`config.mk`:
```
export PLATFORM = sky130hd
export DESIGN_NAME = csr_trap_unit
export DESIGN_NICKNAME = d
export VERILOG_FILES = /design/src/rtl/csr_trap_unit.sv
export SDC_FILE = /design/constraint.sdc
export NUM_CORES = 1
export LEC_CHECK = 0
export BUFFER_PORTS_ARGS = -buffer_cell sky130_fd_sc_hd__buf_2
export CAP_MARGIN = 20
export CORE_UTILIZATION = 37
export DETAILED_ROUTE_END_ITERATION = 8
export MAX_ROUTING_LAYER = met4
export SETUP_SLACK_MARGIN = 0.15
export SLEW_MARGIN = 10
export SYNTH_ARGS = -nofsm -noshare
export SYNTH_HDL_FRONTEND = slang
export SYNTH_SLANG_ARGS = --single-unit
```
`constraint.sdc`:
```
create_clock -name clk -period 12.8 [get_ports clk]
set_clock_uncertainty 0.2 [all_clocks]
set_input_delay 3.84 -clock clk [delete_from_list [all_inputs] [get_ports clk]]
set_output_delay 3.84 -clock clk [all_outputs]
set_load 0.005 [all_outputs]
```
`src/rtl/csr_trap_unit.sv`:
```
// Machine-mode CSR file and trap controller for the execute stage.
// Handles prioritised interrupts, mret stacking and 64-bit counters.
module csr_trap_unit #(
   parameter int          XLEN        = 32,
   parameter int          NUM_IRQ     = 4,
   parameter logic [31:0] MTVEC_RESET = 32'h0000_0000
) (
   input  logic               clk,
   input  logic               rst,
   input  logic               instr_valid,
   input  logic [XLEN-1:0]    pc_i,
   input  logic [1:0]         csr_op,
   input  logic [11:0]        csr_addr,
   input  logic [XLEN-1:0]    csr_wdata,
   input  logic               is_mret,
   input  logic               retire,
   input  logic [NUM_IRQ-1:0] irq_i,
   output logic [XLEN-1:0]    csr_rdata,
   output logic               illegal_csr,
   output logic               trap_taken,
   output logic [XLEN-1:0]    trap_pc
);

   localparam logic [11:0] A_MSTATUS   = 12'h300;
   localparam logic [11:0] A_MIE       = 12'h304;
   localparam logic [11:0] A_MTVEC     = 12'h305;
   localparam logic [11:0] A_MSCRATCH  = 12'h340;
   localparam logic [11:0] A_MEPC      = 12'h341;
   localparam logic [11:0] A_MCAUSE    = 12'h342;
   localparam logic [11:0] A_MIP       = 12'h344;
   localparam logic [11:0] A_MCYCLE    = 12'hB00;
   localparam logic [11:0] A_MCYCLEH   = 12'hB80;
   localparam logic [11:0] A_MINSTRET  = 12'hB02;
   localparam logic [11:0] A_MINSTRETH = 12'hB82;

   logic               mie_q, mie_d;
   logic               mpie_q, mpie_d;
   logic [NUM_IRQ-1:0] irq_en_q, irq_en_d;
   logic [NUM_IRQ-1:0] mip_q, mip_d;
   logic [XLEN-1:0]    mtvec_q, mtvec_d;
   logic [XLEN-1:0]    mscratch_q, mscratch_d;
   logic [XLEN-1:0]    mepc_q, mepc_d;
   logic [XLEN-1:0]    mcause_q, mcause_d;
   logic [63:0]        mcycle_q, mcycle_d;
   logic [63:0]        minstret_q, minstret_d;

   logic [XLEN-1:0]    csr_val;
   logic [XLEN-1:0]    csr_new;
   logic [XLEN-1:0]    base;
   logic               csr_hit;
   logic               csr_ro;
   logic               access;
   logic               csr_we;
   logic               take;
   logic               mret_go;
   logic               inst_inc;
   logic [NUM_IRQ-1:0] pending;
   logic [4:0]         irq_code;

   always_comb begin
      csr_val = '0;
      csr_hit = 1'b1;
      case (csr_addr)
         A_MSTATUS:   csr_val = XLEN'({mpie_q, 3'b000, mie_q, 3'b000})
                              | XLEN'(32'h1800);
         A_MIE:       csr_val = XLEN'(irq_en_q) << 16;
         A_MTVEC:     csr_val = mtvec_q;
         A_MSCRATCH:  csr_val = mscratch_q;
         A_MEPC:      csr_val = mepc_q;
         A_MCAUSE:    csr_val = mcause_q;
         A_MIP:       csr_val = XLEN'(mip_q) << 16;
         A_MCYCLE:    csr_val = mcycle_q[31:0];
         A_MCYCLEH:   csr_val = mcycle_q[63:32];
         A_MINSTRET:  csr_val = minstret_q[31:0];
         A_MINSTRETH: csr_val = minstret_q[63:32];
         default:     csr_hit = 1'b0;
      endcase
   end

   always_comb begin
      access      = instr_valid && (csr_op != 2'b00);
      csr_ro      = (csr_addr == A_MIP) || (csr_addr[11:10] == 2'b11);
      illegal_csr = access && (!csr_hit || csr_ro);
      csr_rdata   = (access && !illegal_csr) ? csr_val : '0;
      case (csr_op)
         2'b01:   csr_new = csr_wdata;
         2'b10:   csr_new = csr_val | csr_wdata;
         2'b11:   csr_new = csr_val & ~csr_wdata;
         default: csr_new = csr_val;
      endcase
   end

   // Lowest-numbered pending line wins.
   always_comb begin
      pending  = mip_q & irq_en_q;
      irq_code = 5'd16;
      for (int i = NUM_IRQ - 1; i >= 0; i--) begin
         if (pending[i]) irq_code = 5'(16 + i);
      end
      take       = instr_valid && mie_q && (|pending);
      mret_go    = instr_valid && is_mret && !take;
      csr_we     = access && !illegal_csr && !take && !mret_go;
      trap_taken = take || mret_go;
      inst_inc   = retire && instr_valid && !trap_taken;
      base       = {mtvec_q[XLEN-1:2], 2'b00};
      trap_pc    = '0;
      if (take) begin
         trap_pc = mtvec_q[0] ? base + (XLEN'(irq_code) << 2) : base;
      end else if (mret_go) begin
         trap_pc = mepc_q;
      end
   end

   always_comb begin
      mie_d      = mie_q;
      mpie_d     = mpie_q;
      irq_en_d   = irq_en_q;
      mip_d      = irq_i;
      mtvec_d    = mtvec_q;
      mscratch_d = mscratch_q;
      mepc_d     = mepc_q;
      mcause_d   = mcause_q;
      mcycle_d   = mcycle_q + 64'd1;
      minstret_d = minstret_q + {63'd0, inst_inc};
      if (take) begin
         mepc_d   = pc_i & ~XLEN'(3);
         mcause_d = {1'b1, {(XLEN-6){1'b0}}, irq_code};
         mpie_d   = mie_q;
         mie_d    = 1'b0;
      end else if (mret_go) begin
         mie_d  = mpie_q;
         mpie_d = 1'b1;
      end else if (csr_we) begin
         case (csr_addr)
            A_MSTATUS: begin
               mie_d  = csr_new[3];
               mpie_d = csr_new[7];
            end
            A_MIE:       irq_en_d   = csr_new[16 +: NUM_IRQ];
            A_MTVEC:     mtvec_d    = csr_new & ~XLEN'(2);
            A_MSCRATCH:  mscratch_d = csr_new;
            A_MEPC:      mepc_d     = csr_new & ~XLEN'(3);
            A_MCAUSE:    mcause_d   = csr_new;
            A_MCYCLE:    mcycle_d   = {mcycle_q[63:32], csr_new};
            A_MCYCLEH:   mcycle_d   = {csr_new, mcycle_q[31:0]};
            A_MINSTRET:  minstret_d = {minstret_q[63:32], csr_new};
            A_MINSTRETH: minstret_d = {csr_new, minstret_q[31:0]};
            default: ;
         endcase
      end
   end

   always_ff @(posedge clk) begin
      if (rst) begin
         mie_q      <= 1'b0;
         mpie_q     <= 1'b0;
         irq_en_q   <= '0;
         mip_q      <= '0;
         mtvec_q    <= MTVEC_RESET & ~XLEN'(2);
         mscratch_q <= '0;
         mepc_q     <= '0;
         mcause_q   <= '0;
         mcycle_q   <= '0;
         minstret_q <= '0;
      end else begin
         mie_q      <= mie_d;
         mpie_q     <= mpie_d;
         irq_en_q   <= irq_en_d;
         mip_q      <= mip_d;
         mtvec_q    <= mtvec_d;
         mscratch_q <= mscratch_d;
         mepc_q     <= mepc_d;
         mcause_q   <= mcause_d;
         mcycle_q   <= mcycle_d;
         minstret_q <= minstret_d;
      end
   end

endmodule
```
[Word level (Yosys, flattened, before mapping)]
Index checks and enable logic that the tools add are counted.
Word-level totals
  output and inout port bits: 66
  word-level logic and storage cells: 114
  bits of input ports: 87
  register bits after elaboration: 263
Operators by class
  mux-type cells: 34
  add/sub/neg operators: 3
  reduce and logical (&&, ||, !) cells: 38
  bitwise logic cells: 6
  equal/unequal tests: 20
Operator list (number)
  $mux W32: 12
  $mux W64: 6
  $pmux W32 S11: 1
  $pmux W64 S2: 2
  $pmux W32 S3: 1
  $eq A12 B10 Y1 const B: 7
  $add A64 B1 Y64: 1
  $add A64 B1 Y64 const B: 1
  $eq A12 B12 Y1 const B: 4
  $add A32 B7 Y32: 1
  $and A32 B32 Y32: 1
  $not A32 Y32: 1
  $or A32 B32 Y32: 1
  $ne A4 B4 Y1 const B: 4
  $mux W5: 3
  $reduce_and A4 Y1: 3
  $reduce_bool A2 Y1: 6
  $logic_and A1 B1 Y1: 11
  $reduce_or A11 Y1: 1
  $reduce_and A3 Y1: 3
  $mux W1: 8
  $eq A2 B2 Y1 const B: 3
  $reduce_bool A3 Y1: 2
  $logic_not A1 Y1: 5
  9 further kinds: 13

[Longest topological paths before layout]
  depth in word-level cells: 13
  depth in mapped cells: 13
  mapped depth without buffers: 13

[Least setup slack after synthesis]
Ideal clock, no wire load.
  path type: in2out
  from: input csr_addr[11]
  to: output csr_rdata[21]
  path buffers: 3
  data arrival time: 5574 ps
  path slack: 3186 ps
  cell stages on the path: 8
  data required time: 8760 ps
  cells stage by stage: buf_4 -> or4_1 -> buf_2 -> o31a_1 -> o21ai_2 -> nand2_1 -> clkbuf_1 -> a21oi_1
Between the ends
  word-level cells in the longest chain between the ends: 9
  elaborated cells between the ends (all ways): 22
  those cells by class: eq/ne (12); mux (3); reduce/logical (7)
RTL lines
  start, declared: RTL line 13  | input logic [11:0] csr_addr,
  $eq A12 B10 Y1 (tied with other cells): RTL line 63, 82
  $reduce_or A11 Y1 (no line)
  $mux W1: RTL line 63  | case (csr_addr)
  $logic_not A1 Y1: RTL line 83  | illegal_csr = access && (!csr_hit || csr_ro);
  $logic_or A1 B1 Y1: RTL line 83
  $logic_and A1 B1 Y1: RTL line 83
  $logic_not A1 Y1: RTL line 84  | csr_rdata = (access && !illegal_csr) ? csr_val : '0;
  $logic_and A1 B1 Y1: RTL line 84
  $mux W32 (*): RTL line 84
  end, declared: RTL line 18  | output logic [XLEN-1:0] csr_rdata,
Every way passes the cells marked *; elsewhere a longest branch is shown, timed or not.

[Worst setup path after layout]
  from: input csr_addr[7]
  to: output csr_rdata[6]
Same word-level chain as after synthesis.

==> impl_results.md <==
* Initial antenna violation count at 3
* PD cells at between 90 and 100 nW/um^2
* Number of flops mapped to enable cells by yosys at 0
* Ys flop type: dfxtp_1
* Setup crit end kind: output port
* Initial DRC count at a little under 3,000
* Total global routing track utilization at 0.343
* Max-slew violations at 0
* Post-route clock period utilization at 0.888
* Max-cap violation count at 0
* Global placer's final weighted congestion at 1.04
* Final min period at 11.37 ns
* Via count at 20,640
* Mapped Area at 17,900 sq um
* Largest family of logic cells by synthesized area: simple AND/OR/NAND/NOR gates
* Area fraction in compound gates after synthesis at 0.261
* Synth Register Bits at 263
* # IOs at 153
* Remaining antenna violation count after routing at 0
* Avg Cell Area, Syn at 7.29 sq um
* Synth warnings at 0
* Startpoint Class: primary input
* Actual slew at the worst max-slew pin at 1.21 ns
* I/O Buffers at ~150
* Post-CTS setup buffers at 0
* Post-Synth Adder-Cell Area at 0.00462
* Area delta synth->final at 12.7%
* Rows at 80
* Drt pass-1 iters at 7
* # fillers at 4,868
* Global route overflow at 0
* Hold Path Depth at 2
* RSZ-0062 raised after global routing: no
* Cell total after placement at 3,070
* Post-Synth XOR/XNOR Area at 0.0333
* Most frequent cells in the layout: nand2_1 (362), dfxtp_1 (263), nor2_1 (256)
* Critical Path RT at 8.76 ns
* Met2 wire length at 36.3 mm
* Clock Tree Buf Depth at 3
* Leakage at 6.57 nW
* Drt drc at 0
* Ys async rst share at 0
* Worst slew margin relative to its limit at 0.189
* Status: finished, final reports clean
* Critical Path AT at 7.33 ns
* CTS tree: yes
* Post_cts resized at 0
* Setup TNS at 0 ns
* Hold buffer count at CTS at 0
* Htree depth at 2
* CP max FO at 28
* Cells after Synth at 2,451
* Die W at 222 um
* CORE AREA at ~48,000 sq um
* Die ar. at ~49,000 sq um
* First-pass GRT wire length at 124 mm
* Peak supply drop at 0.0000669 V
* Largest net degree at the start of global routing at 91
* Clock latency at the later pin of the worst-skew pair at 0.56 ns
* Wl on met1 at between 30 and 40 mm
* Vias per cell at about 6.6
* Total routed wirelength at 84.6 mm
* Clk sinks at 263
* HP Class: flip-flop to flip-flop
* Final Hold Vio Count at 0
* Commonest non-fill, non-tap cell in the layout: nand2_1
* Final setup vio count at 0
* Final Non-Filler Cells at 3,129
* Layout Nets at 2,585
* Fmax at 88.0 MHz
* Post-synthesis cell type count at 95
* Simple-Gate Fraction of Synth Area at 0.310
* Crit path kind: primary input to output port
* Die height at between 200 and 250 um
* Worst reg2reg path depth at 14
* Clock buffer count from CTS at 34
* Clock slew at reported path FFs at 0.05 ns
* Routed WL per cell at 27.1 um
* Fraction of layout cells with a size suffix above 1 at 0.137
* Met3 routed WL at roughly 8.5 mm
* Post-synthesis mux area share at 0.0419
* Post-synthesis sequential area ratio at 0.295
* Highest routed layer: met4
* CTS Root Cell: clkbuf_16
* DP HPWL at 61.0 mm
* Vias in the first global route at 18,853
* Initial Util at 0.375
-- final cells by class --
cell class,count,area (sq um),share of cell area
diodes,1,2.50,0.000124
clock buffers,47,971,0.0482
clock inverters,10,146,0.00727
inverters,18,67.6,0.00335
multi-input cells,1969,11700,0.582
flip-flops and latches,263,5270,0.261
well taps,615,769,0.0382
repair buffers,206,1190,0.0593
-- synthesized netlist by cell type (10+ instances only) --
library cell,n,area (sq um)
nor3_2,10,100
nand3_1,64,320
inv_1,15,56.3
mux2_2,21,236
o21ai_0,122,611
dfxtp_1,263,5270
a31oi_1,62,388
nand2_1,363,1360
and4_1,21,184
and2_1,25,156
nand3b_1,16,120
o22ai_1,13,81.3
a22o_1,17,149
or3_1,18,113
a32oi_1,10,87.6
o2bb2ai_1,10,87.6
xor2_1,18,158
a2111oi_0,12,105
nor2_1,256,961
nor3_1,82,410
nor4_1,28,175
buf_1,11,41.3
a21oi_1,224,1120
nand2b_1,24,150
nand4_1,84,526
nor2b_1,13,81.3
buf_2,61,305
a221o_1,10,100
and3_1,38,238
nand4b_1,12,105
or4_1,14,105
xnor2_1,50,438
mux2i_1,49,490
a211oi_1,58,435
o211ai_1,16,120
a22oi_1,39,293
clkbuf_1,119,447
-- stage by stage --
step,hold slack [ns],utilization,area [sq um],setup WS (ns),power (mW)
2_1_floorplan,0.228,-,17900,3.19,0.922
3_3_place_gp,0.238,0.399,19000,1.71,0.997
3_5_place_dp,0.244,0.399,19000,1.65,0.998
4_1_cts,0.251,0.422,20100,1.64,1.98
5_1_grt,0.268,0.423,20100,1.42,2.02
6_report,0.253,0.423,20100,1.43,1.98
-- kinds of logic (layout without fill, tap and decap cells) --
kind of cell / count (synthesis) / after routing
flip-flops: 263 / 263
buffers and inverters: 220 / 281
multiplexers: 71 / 71
adder cells (fa/ha/maj): 6 / 6
AND/OR/NAND/NOR: 1115 / 1115
other: 1 / 3
AO/OA/AOI/OAI: 707 / 707
XOR/XNOR: 68 / 68
-- registers in the layout (all words and copies together), names as in the netlist --
signal	cells
irq_en_q	4
mepc_q	30
mscratch_q	32
minstret_q	64
mcause_q	32
mpie_q	1
mcycle_q	64
mtvec_q	31
mie_q	1
mip_q	4
-- routing by layer --
layer	global-route usage	vias up
met4	0.188	0
met2	0.506	1303
li1	-	9143
met5	-	-
met3	0.0676	306
met1	0.438	9888
-- final timing paths --
path	end	startpoint	slack (ns)
hold reg to reg	mcause_q[27]	mcause_q[27]	0.25
setup / recovery	csr_rdata[6]	csr_addr[7]	1.43
setup reg to reg	minstret_q[56]	irq_en_q[3]	8.13
hold / removal	mcause_q[27]	mcause_q[27]	0.25
-- power by group --
group	switching, mW	total, mW	internal, mW
Clock	0.400	0.992	0.592
Combinational	0.122	0.164	0.0419
Sequential	0.00292	0.824	0.821
-- critical path, stage by stage --
cell and delay [ns]:
buf_2 0.46, buf_4 0.51, and3_1 0.23, o211ai_1 0.10, o31a_1 0.15, o21ai_2 0.48
nand2_1 0.44, buf_4 0.37, a21oi_1 0.47, buf_2 0.22
Power figures use the tool's default switching activity.
